[config.mk]
export PLATFORM = sky130hd
export DESIGN_NAME = alu_operand_stage_flat
export DESIGN_NICKNAME = d
export VERILOG_FILES = /design/src/rtl/alu_operand_stage_if.sv /design/src/rtl/alu_operand_stage.sv /design/src/flat_wrapper.sv
export SDC_FILE = /design/constraint.sdc
export NUM_CORES = 1
export LEC_CHECK = 0
export CORE_MARGIN = 2
export CORE_UTILIZATION = 65
export CTS_CLUSTER_SIZE = 28
export DETAILED_ROUTE_END_ITERATION = 16
export GPL_TIMING_DRIVEN = 0
export PLACE_DENSITY = 0.95
export SLEW_MARGIN = 10
export SYNTH_ARGS = -nofsm -noshare
export SYNTH_HDL_FRONTEND = slang
export SYNTH_SLANG_ARGS = --single-unit
[constraint.sdc]
create_clock -name CLK -period 5.9 [get_ports CLK]
set_clock_uncertainty 0.15 [all_clocks]
set_input_delay 1.18 -clock CLK [delete_from_list [all_inputs] [get_ports CLK]]
set_output_delay 1.18 -clock CLK [all_outputs]
set_load 0.01 [all_outputs]
[src/rtl/alu_operand_stage_if.sv]
// rtl/alu_operand_stage_if.sv - instruction handshake and ALU operand/result bus for alu_operand_stage
interface alu_operand_stage_if #(
    parameter int BITS = 16
);
    logic [15:0]     instr;
    logic            instr_valid;
    logic            instr_ready;
    logic [BITS-1:0] aluOut;
    logic [BITS-1:0] A;
    logic [BITS-1:0] B;
    logic [4:0]      aluOp;
    logic            execute;

    // Upstream fetch plus ALU side: supplies instructions and results, consumes operands
    modport master (
        output instr, instr_valid, aluOut,
        input  instr_ready, A, B, aluOp, execute
    );

    // Operand stage side
    modport slave (
        input  instr, instr_valid, aluOut,
        output instr_ready, A, B, aluOp, execute
    );
endinterface

[src/rtl/alu_operand_stage.sv]
// rtl/alu_operand_stage.sv - decode/regfile/IMM-prefix issue stage for the 16-bit ALU; ALU_OPERAND_FWD_EN enables wb2 forwarding
module alu_operand_stage #(
    parameter int BITS  = 16,
    parameter int NREGS = 16
) (
    input  logic                 CLK,
    input  logic                 RSTb,
    alu_operand_stage_if.slave   bus,
    input  logic [3:0]           dbg_sel,
    output logic [BITS-1:0]      dbg_data
);

    logic [BITS-1:0] regs_q [NREGS];
    logic [11:0]     imm_hi_q;
    logic            prefix_valid_q;
    logic            wb1_valid_q;
    logic [3:0]      wb1_rd_q;
    logic            wb2_valid_q;
    logic [3:0]      wb2_rd_q;
    logic [BITS-1:0] a_q;
    logic [BITS-1:0] b_q;
    logic [4:0]      aluop_q;
    logic            execute_q;

    logic [3:0]      op;
    logic [3:0]      rd;
    logic [3:0]      rs;
    logic            is_imm;
    logic            is_rr;
    logic            is_ri;
    logic            is_ext;
    logic            is_issue;
    logic            hit1_rd;
    logic            hit1_rs;
    logic            hit2_rd;
    logic            hit2_rs;
    logic            stall;
    logic            accept;
    logic [BITS-1:0] rd_val;
    logic [BITS-1:0] rs_val;
    logic [BITS-1:0] a_d;
    logic [BITS-1:0] b_d;
    logic [4:0]      aluop_d;
    logic            writes_d;

    assign op       = bus.instr[15:12];
    assign rd       = bus.instr[7:4];
    assign rs       = bus.instr[3:0];
    assign is_imm   = (op == 4'h1);
    assign is_rr    = (op == 4'h2);
    assign is_ri    = (op == 4'h3);
    assign is_ext   = (op == 4'h4);
    assign is_issue = is_rr | is_ri | is_ext;

    // A source collides with an in-flight result only if it is a real register
    assign hit1_rd = is_issue && (rd != 4'd0) && wb1_valid_q && (wb1_rd_q == rd);
    assign hit1_rs = is_rr    && (rs != 4'd0) && wb1_valid_q && (wb1_rd_q == rs);
    assign hit2_rd = is_issue && (rd != 4'd0) && wb2_valid_q && (wb2_rd_q == rd);
    assign hit2_rs = is_rr    && (rs != 4'd0) && wb2_valid_q && (wb2_rd_q == rs);

`ifdef ALU_OPERAND_FWD_EN
    // wb2 results are on aluOut this cycle, so only a wb1 match must wait
    assign stall = bus.instr_valid && (hit1_rd || hit1_rs);
`else
    // Without forwarding, wait until the result has landed in the register file
    assign stall = bus.instr_valid && (hit1_rd || hit1_rs || hit2_rd || hit2_rs);
`endif

    assign accept          = bus.instr_valid && !stall;
    assign bus.instr_ready = accept;

    // Register-file read ports with r0 hardwired to zero and optional wb2 bypass
    always_comb begin
        rd_val = (rd == 4'd0) ? '0 : regs_q[rd];
        rs_val = (rs == 4'd0) ? '0 : regs_q[rs];
`ifdef ALU_OPERAND_FWD_EN
        if (hit2_rd) rd_val = bus.aluOut;
        if (hit2_rs) rs_val = bus.aluOut;
`endif
    end

    // Operand and opcode selection for the three issuing formats
    always_comb begin
        a_d     = rd_val;
        b_d     = rs_val;
        aluop_d = {1'b0, bus.instr[11:8]};
        case (op)
            4'h3: begin
                if (prefix_valid_q) b_d = BITS'({imm_hi_q, bus.instr[3:0]});
                else                b_d = BITS'({12'd0, bus.instr[3:0]});
            end
            4'h4: begin
                aluop_d = {1'b1, bus.instr[11:8]};
                b_d     = rd_val;
            end
            default: ;
        endcase
    end

    // Compare, test and other flag-only opcodes produce no register result
    always_comb begin
        writes_d = 1'b1;
        case (aluop_d)
            5'd12, 5'd13, 5'd23, 5'd24, 5'd25, 5'd26,
            5'd27, 5'd28, 5'd30, 5'd31: writes_d = 1'b0;
            default: ;
        endcase
    end

    // Issue registers, prefix state, writeback tracker and register-file write
    always_ff @(posedge CLK) begin
        if (!RSTb) begin
            a_q            <= '0;
            b_q            <= '0;
            aluop_q        <= '0;
            execute_q      <= 1'b0;
            imm_hi_q       <= '0;
            prefix_valid_q <= 1'b0;
            wb1_valid_q    <= 1'b0;
            wb1_rd_q       <= '0;
            wb2_valid_q    <= 1'b0;
            wb2_rd_q       <= '0;
            for (int i = 0; i < NREGS; i++) regs_q[i] <= '0;
        end else begin
            wb2_valid_q <= wb1_valid_q;
            wb2_rd_q    <= wb1_rd_q;
            wb1_valid_q <= accept && is_issue && writes_d;
            wb1_rd_q    <= rd;
            execute_q   <= accept && is_issue;
            if (accept && is_issue) begin
                a_q     <= a_d;
                b_q     <= b_d;
                aluop_q <= aluop_d;
            end
            if (accept) begin
                if (is_imm) begin
                    imm_hi_q       <= bus.instr[11:0];
                    prefix_valid_q <= 1'b1;
                end else begin
                    prefix_valid_q <= 1'b0;
                end
            end
            if (wb2_valid_q && (wb2_rd_q != 4'd0)) regs_q[wb2_rd_q] <= bus.aluOut;
        end
    end

    assign bus.A       = a_q;
    assign bus.B       = b_q;
    assign bus.aluOp   = aluop_q;
    assign bus.execute = execute_q;
    assign dbg_data    = regs_q[dbg_sel];

endmodule
[src/flat_wrapper.sv]
// flat-port wrapper written by rule: the top's interface ports become plain ports
module alu_operand_stage_flat 
#(
    parameter int BITS  = 16,
    parameter int NREGS = 16
)
  (CLK, RSTb, dbg_sel, dbg_data, bus_instr, bus_instr_valid, bus_aluOut, bus_instr_ready, bus_A, bus_B, bus_aluOp, bus_execute);
  alu_operand_stage_if #(.BITS(BITS)) bus_i ();
  input  logic CLK;
  input  logic RSTb;
  input  logic [3:0] dbg_sel;
  output logic [BITS-1:0] dbg_data;
  input wire logic [$bits(bus_i.instr)-1:0] bus_instr;
  input wire logic [$bits(bus_i.instr_valid)-1:0] bus_instr_valid;
  input wire logic [$bits(bus_i.aluOut)-1:0] bus_aluOut;
  output wire logic [$bits(bus_i.instr_ready)-1:0] bus_instr_ready;
  output wire logic [$bits(bus_i.A)-1:0] bus_A;
  output wire logic [$bits(bus_i.B)-1:0] bus_B;
  output wire logic [$bits(bus_i.aluOp)-1:0] bus_aluOp;
  output wire logic [$bits(bus_i.execute)-1:0] bus_execute;
  assign bus_i.instr = bus_instr;
  assign bus_i.instr_valid = bus_instr_valid;
  assign bus_i.aluOut = bus_aluOut;
  assign bus_instr_ready = bus_i.instr_ready;
  assign bus_A = bus_i.A;
  assign bus_B = bus_i.B;
  assign bus_aluOp = bus_i.aluOp;
  assign bus_execute = bus_i.execute;
  alu_operand_stage #(.BITS(BITS), .NREGS(NREGS)) u_core (.CLK(CLK), .RSTb(RSTb), .bus(bus_i), .dbg_sel(dbg_sel), .dbg_data(dbg_data));
endmodule
==> out/qor.txt <==
Status -> complete, no violations
IO buf count -> 85
GRT Residual Overflow -> 0
Max VDD drop -> 208 µV
# hold bufs at CTS -> 0
Top-count cell post-synth -> edfxtp_1
H-tree depth -> 1
Clock share of power -> 36.7%
Async SR Flop Fraction -> 0%
Placement Setup Slack -> 0.491 ns
Post-Synthesis Cells -> 1285
Starting Density -> 66.5%
Syn avg cell area -> 14.0 µm²
Max incr delay on CP -> 0.87 ns
Router iterations before antenna repair -> 6
Switch share -> 26.9%
Total negative slack -> 0 ns
Ys flop type -> edfxtp_1
Core Box Area -> 27100 µm²
Total die area -> 29100 µm²
FF+latch count, synth -> 317
Critical path startpoint category -> primary input
R2r worst-path depth -> 4
Hold Crit Class -> reg2reg
Layout cells sized above 1 -> 22.5%
Critical R2R Capture -> u_core.regs_q[2][10]
P_sw -> 1380 µW
Worst Hold Depth -> 2
Fmax -> 185 MHz
Worst reg2reg startpoint -> u_core.wb2_rd_q[1]
Routed WL -> 60.1 mm
Routability cong. -> 1.07
First-pass GRT wire length -> 87.5 mm
Least-Margin Pin Slew -> 1.28 ns
Critical Path AT -> 4.08 ns
Crit-path cells -> clkbuf_1 > clkbuf_1 > mux4_2 > mux4_2 > clkdlybuf4s50_1
Clock latency on the worst-skew pair -> 0.59 ns
Final hold violation count -> 0
Crit share post-route -> 91.7%
Max capacitance violation total -> 0
Critical setup path kind -> in2out
Global Route Usage Sum -> 42.4%
Post-synth EDFFs -> 256
Largest net degree at the start of global routing -> 26
Setup Buffers After CTS -> 0
CP top delay family -> buffers and inverters
DRC viols -> 0
Logic gate share of total power -> 14.0%
Area Growth Syn to Fin -> 13.6%
Hold EP -> u_core.bus.A[15]
Cts repair resizes -> 0
Post-Synthesis Cell Area -> 18000 µm²
Vias in the first global route -> 13700
Die extent in x -> 170 µm
Rows -> 60
Critical Path Sink Type -> output port
DR iter-0 viols -> 2849
Drt wl/cell -> 33.0 µm
Total Nets Final -> 1462
Via count -> 13900
Min cycle time layout -> 5.41 ns
CTS Buf Count -> 31
CP Buf/Inv Count -> 3
Peak fanout along the critical path -> 10
Slew HR -> 14.2%
Die height -> 170 µm
Ant. Diodes -> 0
Initial antenna violation count -> 3
Clock-pin transition on the worst setup and hold timing paths -> 0.07 ns
Seq pwr share -> 49.3%
Synth unique cells -> 50
Seq/Total Area, Yosys -> 49.4%
Crit-path slowest cell -> clkbuf_1
CTS max path bufs -> 3
Count of warnings emitted by yosys -> 0
RSZ-0062 raised after global routing -> no
Post-synth top area share -> 42.7%
Cell Int Power -> 3760 µW
Root Driver -> clkbuf_16
CTS tree -> built
Post-DP HPWL -> 44.5 mm
Post-synth top cells -> edfxtp_1 (256), and2_1 (255), mux4_2 (190)
Clk sinks -> 317
Start point of the worst hold path -> u_core.bus.A[15]
Final Setup Violations -> 0
Post-route setup slack -> 0.490 ns
Vias/cell -> 7.62
Slew Viols, Final -> 0
Synth top area cells -> edfxtp_1 (43%), mux4_2 (24%), and2_1 (8.9%)
Synth area leader -> edfxtp_1
PD cells -> 251 nW/µm²
R2r setup slk -> 1.97 ns
Critical Path RT -> 4.57 ns
Leak pwr -> 0.00728 µW
Post-route antenna net violation count -> 0
# IOs -> 94
[metal layers]
metal / vias up / routed length (µm) / track usage [%]
met5: - / 24 / 0
met4: 4 / 4110 / 21.9
met3: 367 / 11600 / 18.3
met2: 1605 / 26000 / 63.4
met1: 6596 / 18400 / 53.1
li1: 5283 / - / -
[power by group through the flow]
stage,sequential (µW),clock [µW],combinational (µW)
2_1_floorplan,2560,0,412
3_5_place_dp,2580,0,677
3_3_place_gp,2570,0,654
6_report,2540,1890,720
4_1_cts,2530,1860,682
5_1_grt,2540,1950,730
[cell families after synthesis]
kind of cell	synth area share [%]
other	0.0208
muxes	27.5
and+or+nand+nor	13.8
xor gates and xnor gates	0.681
buffers and inverters	2.87
DFF	49.4
AOI/OAI and AO/OA	5.67
[worst min-delay path, delay by kind of cell, from the launching register on]
| kind | cells | cell delay, ns |
|---|---|---|
| compound gates | 1 | 0.05 |
| flops | 1 | 0.31 |
| simple gates | 1 | 0.06 |
[worst max-delay path by stage]
stage                    to  cells past startpoint        from
3_3_place_gp   dbg_data[13]                      5  dbg_sel[0]
4_1_cts        dbg_data[14]                      5  dbg_sel[0]
6_report       dbg_data[14]                      5  dbg_sel[1]
3_5_place_dp   dbg_data[13]                      5  dbg_sel[0]
5_1_grt         dbg_data[8]                      5  dbg_sel[0]
2_1_floorplan   dbg_data[0]                      4  dbg_sel[0]
[through the flow]
step | area [µm²] | utilization (%) | power [µW] | hold slack, ns | instances
after floorplan | 18100 | - | 2970 | 0.296 | 1300
after global placement | 19400 | 71.5 | 3230 | 0.304 | 1757
after detailed placement | 19500 | 72.0 | 3260 | 0.309 | 1762
after CTS | 20500 | 75.5 | 5070 | 0.319 | 1819
after global routing | 20500 | 75.5 | 5210 | 0.352 | 1819
final | 20500 | 75.5 | 5140 | 0.321 | 1819
[cell type report]
cell class                      instances  area [µm²]
Fill cell                            1570        6640
Sequential cell                       317        8910
Timing Repair Buffer                   90         926
Clock buffer                           35         791
Clock inverter                         22         153
Tap cell                              372         465
Inverter                                2        7.51
Multi-Input combinational cell        862        8700
Buffer                                119         513
[cell usage in the layout, fill, tap and decap left out, types with 9 or more instances in the layout]
| cell type | synthesis | routed |
|---|---|---|
| buf_1 | 14 | 13 |
| conb_1 | 1 | 16 |
| buf_2 | 30 | 30 |
| o22ai_1 | 9 | 9 |
| a22oi_1 | 17 | 17 |
| nand3_1 | 9 | 9 |
| dfxtp_1 | 61 | 61 |
| nand2b_1 | 23 | 23 |
| o21ai_0 | 30 | 21 |
| mux4_2 | 190 | 190 |
| o21ai_2 | 0 | 9 |
| clkbuf_1 | 69 | 72 |
| xnor2_1 | 14 | 14 |
| clkbuf_16 | 0 | 31 |
| and2_1 | 255 | 255 |
| nor2b_1 | 11 | 11 |
| edfxtp_1 | 256 | 256 |
| mux2_2 | 18 | 18 |
| a221oi_1 | 27 | 27 |
| mux2i_1 | 48 | 48 |
| a21oi_1 | 36 | 36 |
| nor2_1 | 63 | 63 |
| nand2_1 | 20 | 20 |
| clkdlybuf4s50_1 | 0 | 85 |
| a211oi_1 | 12 | 12 |
[sequential cells by signal, indices dropped and copies added, names as in the netlist]
register,count
u_core.wb1_valid_q,1
u_core.wb1_rd_q,4
u_core.bus.A,16
u_core.bus.execute,1
u_core.bus.B,16
u_core.wb2_rd_q,4
u_core.imm_hi_q,12
u_core.regs_q,256
u_core.bus.aluOp,5
u_core.wb2_valid_q,1
u_core.prefix_valid_q,1
No activity file was read; power rests on OpenSTA's default activity.
